File: config.mk
export PLATFORM = sky130hd
export DESIGN_NAME = shiftreg_seq_ctrl_flat
export DESIGN_NICKNAME = d
export VERILOG_FILES = /design/src/rtl/shiftreg_seq_ctrl_if.sv /design/src/rtl/shiftreg_seq_ctrl.sv /design/src/flat_wrapper.sv
export SDC_FILE = /design/constraint.sdc
export NUM_CORES = 1
export LEC_CHECK = 0
export ABC_AREA = 1
export BUFFER_PORTS_ARGS = -buffer_cell sky130_fd_sc_hd__buf_2
export CAP_MARGIN = 0
export CORE_MARGIN = 1
export CORE_UTILIZATION = 50
export CTS_BUF_LIST = sky130_fd_sc_hd__clkbuf_4 sky130_fd_sc_hd__clkbuf_8 sky130_fd_sc_hd__clkbuf_16
export DETAILED_ROUTE_END_ITERATION = 6
export PLACE_DENSITY = 0.72
export SLEW_MARGIN = 20
export SYNTH_ARGS = -nofsm -noshare
export SYNTH_HDL_FRONTEND = slang
export SYNTH_SLANG_ARGS = --single-unit
export TNS_END_PERCENT = 10
File: constraint.sdc
create_clock -name clk -period 1.5 [get_ports clk]
set_input_delay 0.15 -clock clk [delete_from_list [all_inputs] [get_ports clk]]
set_output_delay 0.15 -clock clk [all_outputs]
set_load 0.02 [all_outputs]
File: src/rtl/shiftreg_seq_ctrl_if.sv
// Request/response channels of the shift-register transfer sequencer.
//   req_valid/req_ready : request handshake
//   req_dir             : 0 = mode 0 (LSB first), 1 = mode 1 (MSB first)
//   req_data            : word to shift into the register
//   rsp_valid/rsp_ready : response handshake
//   rsp_data            : word shifted out of the register
// master = requester/consumer side, slave = sequencer side.
interface shiftreg_seq_ctrl_if #(
  parameter int unsigned WIDTH = 4
);
  logic             req_valid;
  logic             req_ready;
  logic             req_dir;
  logic [WIDTH-1:0] req_data;
  logic             rsp_valid;
  logic             rsp_ready;
  logic [WIDTH-1:0] rsp_data;

  modport master (
    output req_valid, req_dir, req_data, rsp_ready,
    input  req_ready, rsp_valid, rsp_data
  );

  modport slave (
    input  req_valid, req_dir, req_data, rsp_ready,
    output req_ready, rsp_valid, rsp_data
  );
endinterface

File: src/rtl/shiftreg_seq_ctrl.sv
// Transfer sequencer for a serial bidirectional shift register.
// Accepts a word and direction, drives the register's mode/din for exactly
// WIDTH shift cycles while sampling its dout, then returns the captured bits.
//   clk     : rising-edge clock
//   rst     : asynchronous active-low reset
//   bus     : request/response channels (slave modport)
//   sr_mode : register mode (holds last direction used)
//   sr_din  : serial data into the register
//   sr_en   : shift qualifier, high only while shifting
//   sr_dout : serial data out of the register (clk domain)
//   busy    : high while shifting or holding a response
// All outputs come straight from flops.
module shiftreg_seq_ctrl #(
  parameter int unsigned WIDTH = 4
) (
  input  logic                 clk,
  input  logic                 rst,
  shiftreg_seq_ctrl_if.slave   bus,
  output logic                 sr_mode,
  output logic                 sr_din,
  output logic                 sr_en,
  input  logic                 sr_dout,
  output logic                 busy
);

  localparam int unsigned CW = $clog2(WIDTH + 1);
  localparam int unsigned IW = $clog2(WIDTH);
  localparam logic [CW-1:0] LAST = CW'(WIDTH - 1);

  typedef enum logic [1:0] {
    IDLE,
    SHIFT,
    DONE
  } state_t;

  state_t           state, state_n;
  logic [CW-1:0]    cnt, cnt_n;
  logic [WIDTH-1:0] data, data_n;
  logic             dir, dir_n;
  logic [WIDTH-1:0] cap, cap_n;
  logic             req_ready, req_ready_n;
  logic             rsp_valid, rsp_valid_n;
  logic [WIDTH-1:0] rsp_data, rsp_data_n;
  logic             sr_mode_n, sr_din_n, sr_en_n, busy_n;

  // Bit position of shift cycle k in transmit order.
  function automatic logic [IW-1:0] pos_of(input logic [CW-1:0] k, input logic d);
    return IW'(d ? (WIDTH - 1 - 32'(k)) : 32'(k));
  endfunction

  always_comb begin
    state_n     = state;
    cnt_n       = cnt;
    data_n      = data;
    dir_n       = dir;
    cap_n       = cap;
    req_ready_n = req_ready;
    rsp_valid_n = rsp_valid;
    rsp_data_n  = rsp_data;
    sr_mode_n   = sr_mode;
    sr_din_n    = sr_din;
    sr_en_n     = sr_en;
    busy_n      = busy;

    unique case (state)
      IDLE: begin
        req_ready_n = 1'b1;
        sr_en_n     = 1'b0;
        sr_din_n    = 1'b0;
        if (bus.req_valid && req_ready) begin
          state_n     = SHIFT;
          cnt_n       = '0;
          data_n      = bus.req_data;
          dir_n       = bus.req_dir;
          req_ready_n = 1'b0;
          busy_n      = 1'b1;
          // Outputs for shift cycle 0 are prepared at the accepting edge so
          // they are already registered during that cycle.
          sr_en_n     = 1'b1;
          sr_mode_n   = bus.req_dir;
          sr_din_n    = bus.req_data[pos_of('0, bus.req_dir)];
        end
      end

      SHIFT: begin
        // dout is sampled before the register's own shift at this edge.
        cap_n[pos_of(cnt, dir)] = sr_dout;
        cnt_n = cnt + CW'(1);
        if (cnt == LAST) begin
          state_n     = DONE;
          sr_en_n     = 1'b0;
          sr_din_n    = 1'b0;
          rsp_valid_n = 1'b1;
          rsp_data_n  = cap_n;
        end else begin
          sr_din_n = data[pos_of(cnt_n, dir)];
        end
      end

      DONE: begin
        if (rsp_valid && bus.rsp_ready) begin
          state_n     = IDLE;
          rsp_valid_n = 1'b0;
          req_ready_n = 1'b1;
          busy_n      = 1'b0;
        end
      end

      default: begin
        state_n = IDLE;
      end
    endcase
  end

  always_ff @(posedge clk or negedge rst) begin
    if (!rst) begin
      state     <= IDLE;
      cnt       <= '0;
      data      <= '0;
      dir       <= 1'b0;
      cap       <= '0;
      req_ready <= 1'b0;
      rsp_valid <= 1'b0;
      rsp_data  <= '0;
      sr_mode   <= 1'b0;
      sr_din    <= 1'b0;
      sr_en     <= 1'b0;
      busy      <= 1'b0;
    end else begin
      state     <= state_n;
      cnt       <= cnt_n;
      data      <= data_n;
      dir       <= dir_n;
      cap       <= cap_n;
      req_ready <= req_ready_n;
      rsp_valid <= rsp_valid_n;
      rsp_data  <= rsp_data_n;
      sr_mode   <= sr_mode_n;
      sr_din    <= sr_din_n;
      sr_en     <= sr_en_n;
      busy      <= busy_n;
    end
  end

  assign bus.req_ready = req_ready;
  assign bus.rsp_valid = rsp_valid;
  assign bus.rsp_data  = rsp_data;

endmodule
File: src/flat_wrapper.sv
// flat-port wrapper written by rule: the top's interface ports become plain ports
module shiftreg_seq_ctrl_flat 
#(
  parameter int unsigned WIDTH = 4
)
  (clk, rst, sr_mode, sr_din, sr_en, sr_dout, busy, bus_req_valid, bus_req_dir, bus_req_data, bus_rsp_ready, bus_req_ready, bus_rsp_valid, bus_rsp_data);
  shiftreg_seq_ctrl_if #(.WIDTH(WIDTH)) bus_i ();
  input  logic clk;
  input  logic rst;
  output logic sr_mode;
  output logic sr_din;
  output logic sr_en;
  input  logic sr_dout;
  output logic busy;
  input wire logic [$bits(bus_i.req_valid)-1:0] bus_req_valid;
  input wire logic [$bits(bus_i.req_dir)-1:0] bus_req_dir;
  input wire logic [$bits(bus_i.req_data)-1:0] bus_req_data;
  input wire logic [$bits(bus_i.rsp_ready)-1:0] bus_rsp_ready;
  output wire logic [$bits(bus_i.req_ready)-1:0] bus_req_ready;
  output wire logic [$bits(bus_i.rsp_valid)-1:0] bus_rsp_valid;
  output wire logic [$bits(bus_i.rsp_data)-1:0] bus_rsp_data;
  assign bus_i.req_valid = bus_req_valid;
  assign bus_i.req_dir = bus_req_dir;
  assign bus_i.req_data = bus_req_data;
  assign bus_i.rsp_ready = bus_rsp_ready;
  assign bus_req_ready = bus_i.req_ready;
  assign bus_rsp_valid = bus_i.rsp_valid;
  assign bus_rsp_data = bus_i.rsp_data;
  shiftreg_seq_ctrl #(.WIDTH(WIDTH)) u_core (.clk(clk), .rst(rst), .bus(bus_i), .sr_mode(sr_mode), .sr_din(sr_din), .sr_en(sr_en), .sr_dout(sr_dout), .busy(busy));
endmodule
[Word-level counts from Yosys, hierarchy flattened]
Index checks and enable logic that the tools add are counted.
Operators by class
  equality and inequality tests: 6
  reductions and logical operators: 15
  add/sub/neg operators: 3
  magnitude comparators: 4
  muxes and demuxes: 30
Operator list (number)
  $mux W1: 12
  $mux W2: 6
  $pmux W1 S2: 5
  $reduce_and A2 Y1: 5
  $lt A2 B3 Y1 const B: 3
  $reduce_and A3 Y1: 3
  $ne A2 B1 Y1 const B: 3
  $pmux W2 S3: 1
  $pmux W3 S2: 1
  $reduce_bool A2 Y1: 3
  $bmux W1 S2: 2
  $bwmux W4: 1
  $sub A2 B2 Y2 const A: 2
  $add A3 B1 Y3 const B: 1
  $eq A3 B2 Y1 const B: 1
  $logic_and A1 B1 Y1: 3
  $mux W3: 1
  $demux W1 S2: 1
  $eq A2 B1 Y1 const B: 1
  $eq A2 B2 Y1 const B: 1
  $ge A2 B1 Y1 const B: 1
  $logic_not A2 Y1: 1
Storage, ports and cells
  output and inout port bits: 10
  input port bits: 10
  register bits: 23
  logic and storage cells: 69

[Depth between registers and ports, before layout]
  word-level depth: 7
  gate-level depth with buffers: 9
  depth with buffers taken out: 9

[Least setup slack after synthesis]
No wires, ideal clock.
  path kind: register to register
  start: reg u_core.cnt[0]
  end: reg u_core.state[1]
  stages on the path, launching flop included: 7
  buffers on the path: 0
  slack: 0.159 ns
  data required time: 1.423 ns
  library setup time: 0.077 ns
  arrival time: 1.264 ns
  path through: dfrtp_1 ha_1 ha_1 nor2_4 nand3b_4 nor2_1 a21oi_1
Between the ends
  word-level cells in the longest chain between the ends: 3
RTL lines
  from (decl): RTL line shiftreg_seq_ctrl.sv:37  | logic [CW-1:0] cnt, cnt_n;
  from (signal assigned): RTL line shiftreg_seq_ctrl.sv:131  | cnt <= cnt_n;
  $eq A3 B2 Y1: RTL line shiftreg_seq_ctrl.sv:89  | if (cnt == LAST) begin
  $ne A2 B1 Y1 (no source line)
  $reduce_and A3 Y1 (no source line)
  to (signal assigned): RTL line shiftreg_seq_ctrl.sv:130  | state <= state_n;
  to (decl): RTL line shiftreg_seq_ctrl.sv:36  | state_t state, state_n;
No other way between the ends.
A chain may end at the register's enable or synchronous reset.

[Worst setup path in the final report]
Same ends and word-level chain as after synthesis.

==> impl.org <==
** Run status
- The flow ran to the end, and the final reports show no timing, DRC or antenna violations.

** Placement
- Final HPWL DP :: 1724 um
- Once placement finished, the instance area stood at 0.001358 mm2.
- The count of buffers added on input and output ports is 19.
- Placer congestion estimate :: 0.8095

** Synth
- Top area cells in the synthesized netlist :: sky130_fd_sc_hd__dfrtp_1, sky130_fd_sc_hd__nand2_1, sky130_fd_sc_hd__ha_1
- For this run, the number of Yosys warnings is 0.
- Fraction of synthesized cell area taken by the top area cell type :: 47.62%
- The cell count after synthesis came out at 143.
- Synthesized area per cell :: 8.452 um2
- Total nets after synthesis :: 159
- Number of unique standard cell types used by synthesis :: 25
- Library cell occupying the most area in the post-synthesis netlist :: sky130_fd_sc_hd__dfrtp_1
- Synthesized cell area :: 0.001209 mm2
- After synthesis, flip-flops and latches occupy 47.62% of the total area.
- Register bit total from synthesis :: 23

** Die
- The die covers 0.002618 mm2.
- Cell row count :: 17
- Width of the die :: 51.17 um
- From bottom edge to top edge, the die measures 51.17 um.
- Core Box Area :: 0.002255 mm2
- Initial Utilization :: 53.61%
- Number of placed I/O pins :: 20

** Global routing
- Via count of the first global-routing pass :: 936
- The number of antenna violations at the first check in global routing is 0.
- The first global-routing pass estimated 3801 um of wire.
- Across every metal layer, demand over resource in global routing totals 20.01%.
- Entering global routing, the biggest net connects 24 pins.
- Global route total overflow :: 0

** Power
- Switch share :: 45.97%
- Net load switching power :: 1439 uW
- Cell Pwr Density :: 2224 mW/mm2
- In this run, flip-flops and latches consume 34.3% of the power.
- In this run, the combinational gates consume 55.9% of the power.
- Leakage dissipation :: 0.0007484 uW
- Internal power comes to 1691 uW.
- VDD sags by at most 0.001286 V.
- Power share of the clock group :: 9.8%

** Worst hold path
- Type of the tightest min-delay check :: input pin to flip-flop
- The path with the worst hold slack has its endpoint at u_core.data[1]$_DFFE_PN0P_.
- Along the worst hold path, the cell count comes to 3.
- Origin of the worst min-delay path :: bus_req_data[1]

** Drt
- Iteration count of the initial detailed-routing pass :: 4
- The count of nets left with antenna violations once routing finished came out at 0.
- For this block, the routed nets add up to 2250 um of wire.
- For this block, the initial DRC count from the detailed router was 12.
- For this run, design rule violations remaining after detail routing come to 0.
- Summing over every cut layer, the via total after detailed routing is 969.
- Vias per Instance :: 4.894
- Dividing the detail-routed wire length by the instance count gives 11.36 um.

** CTS
- CTS built an H-tree with a depth of 1.
- Clock insertion delay at the later pin of the skew report :: 0.31 ns
- TritonCTS clock tree :: done
- Clock buffer depth :: 2
- Clock-pin slew was measured on the worst setup and hold paths at 0.13 ns.
- The number of clock buffers added by TritonCTS is 3.
- CTS sink cnt :: 23
- CTS Root Buffer Type :: sky130_fd_sc_hd__clkbuf_4

** Final layout
- # diodes :: 0
- Cells fill 62.43% of the core in the end.
- The post-route netlist has 24.71% of its cells at a drive strength greater than 1.
- Area Growth Syn to Fin :: 16.46%
- Number of nets in the layout :: 187
- The finished cells cover 0.001408 mm2.

** STA
- Unrepaired setup endpoints after global routing :: true
- In this run the tightest slew margin relative to its limit is 66.39%.
- After layout, the worst path uses 94.15% of the clock period.
- Final hold violations :: 0
- Timing would allow up to 708.1 MHz.
- At the pin with the least slew margin, the transition time is 0.5041 ns.
- Between clock sinks in the finished design, the worst skew comes to 0.007417 ns.
- Setup violations remaining at the end of the flow were counted as 0.
- The worst path in the final design needs a cycle of 1.412 ns, including I/O delays and setup.
- Final-report max-slew violation count :: 0

** Worst setup path
- Critical path class :: flip-flop to flip-flop
- Among cell families on the critical path, the largest total delay comes from adder cells.
- Crit path required time :: 1.74 ns
- The worst register-to-register path ends at u_core.state[1]$_DFFE_PN0P_.
- The cell that appears most often on the critical path is sky130_fd_sc_hd__ha_1.
- Kind of launch point of the worst setup path :: flip-flop
- Critical Path End Type :: flip-flop
- The worst register-to-register path has a depth of 6.
- Number of buffer and inverter instances along the worst setup path :: 0
- Delay of the slowest cell on the worst path :: 0.41 ns
- Along the worst path, the maximum fanout reaches 5.
- The critical path goes through ha_1, ha_1, nor2_4, nand3b_4, nor2_1, a21oi_1.
- The worst register-to-register path begins at u_core.cnt[0]$_DFFE_PN0P_.
- The slowest stage of the critical path belongs to the cell sky130_fd_sc_hd__dfrtp_1.
- Worst path arrival time :: 1.65 ns
- Slack of the worst reg-to-reg path :: 0.09 ns

** Flow run
- Across the run, the number of max-cap violations was 0.
==> through the flow <==
stage	power [uW]	worst slack, ns	instances	hold slack (ns)	TNS, ns
floorplan	2373	0.1588	143	-0.1456	0
global placement	2754	0.1134	193	0.1451	0
detailed placement	2812	0.04065	193	0.1528	0
CTS	3129	0.02684	198	0.08017	0
global route	3425	-0.02352	198	0.07490	-0.02352
finish	3130	0.08774	198	0.07635	0
==> cells in the final DEF (no fill, tap or decap), types with 2 or more instances in the layout <==
cell                       instances
sky130_fd_sc_hd__nor2_1            6
sky130_fd_sc_hd__nand2_1          35
sky130_fd_sc_hd__nand3_1           5
sky130_fd_sc_hd__dfrtp_1          23
sky130_fd_sc_hd__a21oi_1           5
sky130_fd_sc_hd__ha_1              4
sky130_fd_sc_hd__nand2_4           2
sky130_fd_sc_hd__buf_2            19
sky130_fd_sc_hd__o21ai_1          10
sky130_fd_sc_hd__inv_1            19
sky130_fd_sc_hd__ha_2              2
sky130_fd_sc_hd__clkbuf_4          4
sky130_fd_sc_hd__o21ai_0          12
sky130_fd_sc_hd__nand2_2           4
sky130_fd_sc_hd__inv_2             3
sky130_fd_sc_hd__buf_4             4
==> worst register-to-register path: cells and delay by family, from the launching register on <==
| family | cells | cell delay, ns |
|---|---|---|
| fa+ha+maj | 2 | 0.45 |
| compound gates | 1 | 0.10 |
| flops | 1 | 0.41 |
| simple gates | 3 | 0.38 |
==> power by group through the flow <==
stage	registers (uW)	logic (uW)	clock network [uW]
detailed placement	1090	1720	0
global placement	1080	1680	0
global route	1110	1980	335
CTS	1080	1740	314
floorplan	1220	1150	0
finish	1070	1750	307
==> metal layers <==
metal	wire length, um	GRT usage (%)
met1	1061	23.51
met2	1103	36.18
met3	50	2.679
met4	34	8.333
met5	0	0
==> synth_stat cells (all sizes together) <==
library cell	n
inv	23
dfrtp	23
mux2	1
nor2	7
o31ai	1
nor3	1
nand3b	2
ha	6
nand2	41
nand3	5
a21oi	5
a31oi	1
o21ai	22
o22ai	1
xor2	1
buf	1
xnor2	1
a32oi	1
==> timing repair <==
item / CTS / global route
endpoints found under the hold margin: 23 / 0
resized for setup: 0 / 4
setup buffers: 0 / 0
setup endpoints to repair: 0 / 6
hold buffers: 1 / 0
==> registers in the layout, indices dropped and copies added (netlist names) <==
register and flops:
u_core.sr_mode 1, u_core.busy 1, u_core.sr_en 1, u_core.bus.rsp_data 4, u_core.cap 4, u_core.sr_din 1, u_core.data 4, u_core.bus.req_ready 1
u_core.bus.rsp_valid 1, u_core.cnt 3, u_core.state 2
==> area by class of cell <==
| class | instances | area (um2) |
|---|---|---|
| clock buffer | 4 | 30.03 |
| fill | 204 | 847.1 |
| inverter | 23 | 88.84 |
| multi-input combinational | 96 | 543.0 |
| sequential | 23 | 575.6 |
| tap | 28 | 35.03 |
| timing repair buffer | 24 | 135.1 |
==> worst max-delay path by stage <==
stage / start / cells after the start / to / slack [ns]
5_1_grt: u_core.cnt[0]$_DFFE_PN0P_ / 6 / u_core.state[1]$_DFFE_PN0P_ / -0.02
3_5_place_dp: u_core.state[0]$_DFFE_PN0P_ / 8 / u_core.cnt[1]$_DFFE_PN0P_ / 0.04
2_1_floorplan: u_core.cnt[0]$_DFFE_PN0P_ / 6 / u_core.state[1]$_DFFE_PN0P_ / 0.16
3_3_place_gp: u_core.state[1]$_DFFE_PN0P_ / 7 / u_core.state[1]$_DFFE_PN0P_ / 0.11
4_1_cts: u_core.state[0]$_DFFE_PN0P_ / 8 / u_core.cnt[1]$_DFFE_PN0P_ / 0.03
6_report: u_core.cnt[0]$_DFFE_PN0P_ / 6 / u_core.state[1]$_DFFE_PN0P_ / 0.09
==> cell families after synthesis <==
family	Yosys count	synth area share, %
AO/OA/AOI/OAI	31	13.56
XOR/XNOR	2	1.450
adder cells (fa/ha/maj)	6	6.211
buffers and inverters	24	8.282
flip-flops	23	47.62
multiplexers	1	0.9316
AND/OR/NAND/NOR	56	21.94
Power figures use the tool's default switching activity.
